**config.mk**
```make
export PLATFORM = sky130hd
export DESIGN_NAME = discriminator_seq
export DESIGN_NICKNAME = d
export VERILOG_FILES = /design/src/rtl/discriminator_seq.sv
export SDC_FILE = /design/constraint.sdc
export NUM_CORES = 2
export LEC_CHECK = 0
export BUFFER_PORTS_ARGS = -buffer_cell sky130_fd_sc_hd__buf_2
export CORE_AREA = 4 4 541 543
export DETAILED_ROUTE_END_ITERATION = 12
export DIE_AREA = 0 0 545 547
export PLACE_DENSITY = 0.35
export SLEW_MARGIN = 10
export SYNTH_ARGS = -nofsm -noshare
export SYNTH_HDL_FRONTEND = slang
export SYNTH_SLANG_ARGS = --single-unit
```
**constraint.sdc**
```tcl
create_clock -name clk -period 13.9 [get_ports clk]
set_clock_uncertainty 0.2 [all_clocks]
set_input_delay 2.78 -clock clk [delete_from_list [all_inputs] [get_ports clk]]
set_output_delay 2.78 -clock clk [all_outputs]
set_load 0.02 [all_outputs]
```
**src/rtl/discriminator_seq.sv**
```systemverilog
// Two-layer fixed-point discriminator (9 -> 3 ReLU -> 1) evaluated serially
// through a single shared multiplier and one accumulator, one product per cycle.
`timescale 1ns/1ps
module discriminator_seq #(
    parameter int WIDTH       = 32,
    parameter int FRAC        = 16,
    parameter int N_INPUT     = 9,
    parameter int N_NEURON_L2 = 3
) (
    input  logic                                 clk,
    input  logic                                 rst,
    input  logic                                 start,
    input  logic [N_INPUT*WIDTH-1:0]             a_flat,
    input  logic [N_INPUT*N_NEURON_L2*WIDTH-1:0] w_L2,
    input  logic [N_NEURON_L2*WIDTH-1:0]         b_L2,
    input  logic [N_NEURON_L2*WIDTH-1:0]         w_L3,
    input  logic [WIDTH-1:0]                     b_L3,
    output logic                                 busy,
    output logic                                 done,
    output logic [WIDTH-1:0]                     y
);

    localparam logic [2:0] S_IDLE   = 3'd0;
    localparam logic [2:0] S_LOAD   = 3'd1;
    localparam logic [2:0] S_L2_MAC = 3'd2;
    localparam logic [2:0] S_L3_MAC = 3'd3;
    localparam logic [2:0] S_OUT    = 3'd4;

    logic [2:0]       r_state;
    logic [WIDTH-1:0] r_acc;
    logic [WIDTH-1:0] r_a [N_INPUT];
    logic [WIDTH-1:0] r_h [N_NEURON_L2];
    logic [1:0]       r_n;
    logic [3:0]       r_k;
    logic [WIDTH-1:0] r_y;

    logic [WIDTH-1:0] w_a_in [N_INPUT];
    logic [WIDTH-1:0] w_w2   [N_INPUT*N_NEURON_L2];
    logic [WIDTH-1:0] w_b2   [N_NEURON_L2];
    logic [WIDTH-1:0] w_w3   [N_NEURON_L2];

    genvar gi;
    generate
        for (gi = 0; gi < N_INPUT; gi++) begin : g_a
            assign w_a_in[gi] = a_flat[gi*WIDTH +: WIDTH];
        end
        for (gi = 0; gi < N_INPUT*N_NEURON_L2; gi++) begin : g_w2
            assign w_w2[gi] = w_L2[gi*WIDTH +: WIDTH];
        end
        for (gi = 0; gi < N_NEURON_L2; gi++) begin : g_l3
            assign w_b2[gi] = b_L2[gi*WIDTH +: WIDTH];
            assign w_w3[gi] = w_L3[gi*WIDTH +: WIDTH];
        end
    endgenerate

    logic [4:0]         w_w2_idx;
    logic [WIDTH-1:0]   w_op_a;
    logic [WIDTH-1:0]   w_op_b;
    logic [2*WIDTH-1:0] w_full;
    logic [WIDTH-1:0]   w_prod;
    logic [WIDTH-1:0]   w_sum;

    assign w_w2_idx = 5'(r_n) * 5'(N_INPUT) + 5'(r_k);

    // The one multiplier is steered between layer-2 and layer-3 operands.
    always_comb begin
        w_op_a = r_a[r_k];
        w_op_b = w_w2[w_w2_idx];
        if (r_state == S_L3_MAC) begin
            w_op_a = r_h[r_k[1:0]];
            w_op_b = w_w3[r_k[1:0]];
        end
    end

    // Sign-extended operands make the low 2*WIDTH bits an exact signed product;
    // taking bits [FRAC +: WIDTH] is the arithmetic shift followed by truncation.
    assign w_full = {{WIDTH{w_op_a[WIDTH-1]}}, w_op_a} * {{WIDTH{w_op_b[WIDTH-1]}}, w_op_b};
    assign w_prod = w_full[FRAC +: WIDTH];
    assign w_sum  = r_acc + w_prod;

    always_ff @(posedge clk) begin
        if (rst) begin
            r_state <= S_IDLE;
            r_acc   <= '0;
            r_n     <= '0;
            r_k     <= '0;
            r_y     <= '0;
            for (int i = 0; i < N_INPUT; i++)     r_a[i] <= '0;
            for (int i = 0; i < N_NEURON_L2; i++) r_h[i] <= '0;
        end else begin
            case (r_state)
                S_IDLE: begin
                    if (start) r_state <= S_LOAD;
                end
                S_LOAD: begin
                    for (int i = 0; i < N_INPUT; i++) r_a[i] <= w_a_in[i];
                    r_acc   <= w_b2[0];
                    r_n     <= '0;
                    r_k     <= '0;
                    r_state <= S_L2_MAC;
                end
                S_L2_MAC: begin
                    if (r_k == 4'(N_INPUT - 1)) begin
                        r_h[r_n] <= w_sum[WIDTH-1] ? '0 : w_sum;
                        r_k      <= '0;
                        if (r_n == 2'(N_NEURON_L2 - 1)) begin
                            r_acc   <= b_L3;
                            r_state <= S_L3_MAC;
                        end else begin
                            r_n   <= r_n + 2'd1;
                            r_acc <= w_b2[r_n + 2'd1];
                        end
                    end else begin
                        r_acc <= w_sum;
                        r_k   <= r_k + 4'd1;
                    end
                end
                S_L3_MAC: begin
                    r_acc <= w_sum;
                    if (r_k == 4'(N_NEURON_L2 - 1)) begin
                        r_y     <= w_sum;
                        r_k     <= '0;
                        r_state <= S_OUT;
                    end else begin
                        r_k <= r_k + 4'd1;
                    end
                end
                S_OUT: begin
                    r_state <= S_IDLE;
                end
                default: r_state <= S_IDLE;
            endcase
        end
    end

    assign busy = (r_state != S_IDLE);
    assign done = (r_state == S_OUT);
    assign y    = r_y;

endmodule
```
# --- After elaboration in Yosys (flattened, before gate mapping) ---
# Memories as Yosys holds them, arrays and structs flattened. A register that Yosys moved wholly into a read port is not among the register bits.
# Cells that the tools add are included.
op_classes:
  addsub: 4
  multipliers: 2
  order_cmp: 3
  n_eq_ne: 12
  mux: 51
  bitwise_logic: 12
  reduce_logical: 8
op_table:
  columns: ["op", "n"]
  rows:
  - ["2-to-1 mux 32 bit", 19]
  - ["binary-select mux 32 bit (select 5 bit)", 1]
  - ["binary-select mux 32 bit (select 2 bit)", 2]
  - ["one-hot mux 32 bit (3 select lines)", 1]
  - ["2-to-1 mux 31 bit", 2]
  - ["multiplier 32 x 32 -> 48 bit", 1]
  - ["adder 32 bit", 1]
  - ["OR reduction 31 bit", 1]
  - ["2-to-1 mux 4 bit", 4]
  - ["2-to-1 mux 3 bit", 4]
  - ["one-hot mux 3 bit (4 select lines)", 1]
  - ["one-hot mux 4 bit (3 select lines)", 1]
  - ["2-to-1 mux 1 bit", 10]
  - ["2-to-1 mux 2 bit", 5]
  - ["bitwise OR 1 bit", 9]
  - ["!= test 2 bit, second input constant", 4]
  - ["== test 3 x 2 -> 1 bit, second input constant", 2]
  - [">= comparator 3 bit, second input constant", 2]
  - [">= comparator 6 bit, second input constant", 1]
  - ["NOT 2 -> 3 bit", 2]
  - ["NOT 5 -> 6 bit", 1]
  - ["nonzero test 3 bit", 2]
  - ["adder 5 x 4 -> 5 bit", 1]
  - ["multiplier 2 x 4 -> 5 bit, second input constant", 1]
  - ["other kinds (14)", 14]
totals:
  register_bits: 73
  ramBits: 381
  in_bits: 1379
  output_inout_bits: 34
  word_cells: 99
  mem_count: 2
memory_table:
  columns: ["name", "depth", "word_bits", "rd", "rd_ports_with_merged_regs", "write_ports", "line_no", "rtl"]
  rows:
  - ["r_a", 9, 32, 1, 1, 9, "31", "logic [WIDTH-1:0] r_a [N_INPUT];"]
  - ["r_h", 3, 31, 1, 1, 3, "32", "logic [WIDTH-1:0] r_h [N_NEURON_L2];"]

# --- Longest topological paths before layout ---
depth:
  depth_word: 11
  ltp_mapped: 63
  depth_no_buf: 53

# --- Worst setup path before layout ---
# OpenSTA, ideal clock, no wires.
synth_timing:
  path_kind: "flip-flop to flip-flop"
  start: "register r_n[1]"
  end: "memory r_h[2][24] in the netlist's numbering (data pin)"
  setup_ns: 0.269
  arrival_time_ns: 13.250
  t_required_ns: 13.431
  setup_slack_ns: 0.181
  stages_incl_launch_ff: 57
  path_buffers: 11
  synth_period_minus_slack_ns: 13.719
  path_cell_list: "dfxtp_1 -> ha_1 -> ha_1 -> buf_4 -> buf_6 -> buf_6 -> buf_6 -> buf_6 -> buf_2 -> buf_2 -> buf_1 -> clkbuf_1 -> mux4_2 -> mux4_2 -> o21ai_0 -> nor2_1 -> a21oi_1 -> buf_2 -> [21 not listed] -> nand2_1 -> a21o_1 -> a21oi_1 -> xnor2_1 -> ha_1 -> a21o_1 -> a21o_1 -> a21oi_1 -> nor2b_1 -> a221o_1 -> a21oi_1 -> o21ai_0 -> a21oi_1 -> xnor2_4 -> xnor2_4 -> nand3b_4 -> buf_6 -> nor2_1"
synth_rtl:
  columns: ["item", "line_no", "rtl"]
  rows:
  - ["start, declared", "33", "logic [1:0] r_n;"]
  - ["start signal, assigned", "110", "r_n <= r_n + 2'd1;"]
  - ["end, declared", "32", null]

==> flow_summary.toml <==
[status]
status = "complete, no violations"

[die]
start_util = 0.210
coreArea_sq_mm = 0.288
die_width_um = 545
die-area_sq_mm = 0.298
die_h_um = 547
placementRows = 197
pin_count = 1413

[routing]
drc = 0
wl_per_cell_um = 32.1
vias = 53217
ant_nets = 0
first_iter_violations = 4371
drt_wl_total_um = 373000
drt_pre_antenna_iters = 6
avgViaCountPerCell = 4.58

[timing]
fin_crit_ns = 13.82
setup_violations = 0
slew_headroom = 0.262
slew_violations = 0
rsz0062_at_grt = "true"
timing.final.ws_setup_ns = 0.0819
fin_crit_sh = 0.994
fmax_ghz = 0.0724
setup_tns_ns = 0
worst_pin_slew_ns = 1.10
hold_viol_final = 0

[synth]
synthTopCellsByArea = "fa_1, edfxtp_1, mux4_2"
synth_edf_count = 412
avgSynthCellArea_sq_um = 10.3
ys_async_sr_fraction = 0
ys_seq_elements = 489
yosysSeqAreaShare = 0.230
synth_cell_type_count = 87
synth_area_sq_mm = 0.0604
syn-num-nets = 8283
syn_inst = 5854
synthDominantCellAreaShare = 0.278
ys.flop_type = "edfxtp_1"
yosys_warnings = 0
synth_top_cell_by_area = "fa_1"

[worst_setup_path]
ff2ff_path_depth = 49
startpoint_type = "primary input"
r2r_start = "r_n[1]"
slowest_delay_ns = 0.61
cp-startpoint = "w_L2[482]"
cp.arrival_ns = 14.02
endpoint = "r_h[1][13]"
endpoint_kind = "flip-flop"
path_common_cell = "fa_1"
crit_type = "primary input to flip-flop"
cp_slowest_cell = "mux4_2"
r2r-end = "r_h[1][13]"
rrSetupSlack_ns = 0.29
cp_max_fo = 7
crit_required_ns = 14.10

[global_route]
grt_pass1_vias = 55948
overflow = 0
grt_max_degree = 116
antenna_found_initial = 147
grt_pass1_wl_um = 497000
grt.total_usage = 0.243

[job]
drv_cap = 0

[hold_path]
holdPathStages = 2
min_path_type = "flip-flop to flip-flop"

[clock_network]
cts.sinks = 489
cts_tree = "yes"
clock_path_buffers = 3
cts_root_buf = "clkbuf_16"
h-tree-depth = 2
cts_buffers = 51
clkTransAtPathRegs_ns = 0.06
clkLatencyLatePin_ns = 0.65
holdBufCountCts = 0

[placement]
dp_hpwl_um = 327000
dp_slack_ns = -1.17
place.gp.congestion = 0.941
place.port_buffers = 1412

[final_layout]
nFillCells = 30813
drive_above_1_share = 0.371
syn_to_final_growth_pct = 33.1
nets = 10078
-- logic make-up after synthesis --
group / count (synthesis) / share of synthesized area
adders and majority gates: 1050 / 0.322
xor gates and xnor gates: 99 / 0.0164
AOI/OAI and AO/OA: 589 / 0.0632
DFF: 489 / 0.230
buffers and inverters: 1207 / 0.0813
and+or+nand+nor: 1953 / 0.147
muxes: 467 / 0.140
-- sequential cells by signal, indices dropped and copies added (netlist names), named ones only --
name     cells
r_a        288
r_h        124
r_acc       32
y           32
r_k          4
r_state      3
r_n          2
-- cells in the mapped netlist (all sizes together) (61+ instances only) --
| cell type | count |
|---|---|
| nor2 | 814 |
| dfxtp | 77 |
| o21ai | 138 |
| clkbuf | 245 |
| mux2i | 142 |
| inv | 827 |
| edfxtp | 412 |
| nand2 | 530 |
| fa | 840 |
| ha | 210 |
| and2 | 332 |
| xnor2 | 61 |
| nand2b | 82 |
| buf | 133 |
| a21oi | 191 |
| mux4 | 299 |
-- per-stage QoR --
stage | instances | utilization | cell area (sq um) | hold slack [ns]
finish | 11631 | 0.279 | 80400 | 0.263
global route | 11609 | 0.279 | 80300 | 0.286
CTS | 11423 | 0.273 | 78500 | 0.264
detailed placement | 11329 | 0.267 | 76700 | 0.251
global placement | 11329 | 0.267 | 76700 | 0.248
floorplan | 5854 | - | 60400 | 0.236
-- area by class of cell --
| cell class | count | area, sq um | share of cell area |
|---|---|---|---|
| clock inverters | 26 | 287 | 0.00356 |
| clock buffers | 67 | 1380 | 0.0171 |
| flip-flops and latches | 489 | 13900 | 0.173 |
| well taps | 3781 | 4730 | 0.0588 |
| multi-input cells | 4158 | 42800 | 0.532 |
| diodes | 161 | 403 | 0.00501 |
| repair buffers | 2120 | 13700 | 0.171 |
| inverters | 829 | 3120 | 0.0388 |
-- worst min-delay path by stage --
stage | start | end
after global placement | y[0] | y[0]
after floorplan | r_acc[2] | r_acc[2]
after global routing | r_acc[2] | r_acc[2]
after detailed placement | y[0] | y[0]
final | r_acc[2] | r_acc[2]
after CTS | r_acc[2] | r_acc[2]
-- cells in the final DEF (no fill, tap or decap), drive strengths merged, types with 27 or more instances in the layout --
cell and instances:
a21oi 191, a211oi 38, mux2i 142, or2 59, clkbuf 77, edfxtp 412
nor2 814, nand2 530, inv 830, ha 210, buf 2110, nand3 27
o21ai 138, nor2b 43, xor2 33, and2 332, dfxtp 77, mux4 299
fa 840, diode 161, a21o 48, xnor2 61, nand2b 82
-- metal layers --
layer / share of wire / vias to the layer above / global-route usage / wire length [um]
li1: - / 22932 / - / -
met1: 0.45 / 27978 / 0.338 / 167000
met2: 0.47 / 1963 / 0.397 / 175000
met3: 0.051 / 304 / 0.0264 / 19000
met4: 0.034 / 40 / 0.0722 / 12600
met5: 0.00063 / - / 0 / 237
-- critical path: cells and delay by family --
| kind | cells | cell delay, ns |
|---|---|---|
| buffers and inverters | 7 | 0.82 |
| muxes | 2 | 1.15 |
| adders and majority gates | 10 | 4.77 |
| and+or+nand+nor | 7 | 0.86 |
| xor gates and xnor gates | 3 | 0.54 |
| AOI/OAI and AO/OA | 14 | 3.04 |
-- what timing repair did --
item                                    CTS  global route
buffers inserted                          1            40
cloned                                    0             7
endpoints found under the setup margin  136           148
pin swaps                                 2           112
resized for setup                        19           271
hold endpoints to repair                  0             0
Power is left out: the tool's default activity adds up to more than one toggle a clock period on the data nets, which glitch-free logic cannot reach.
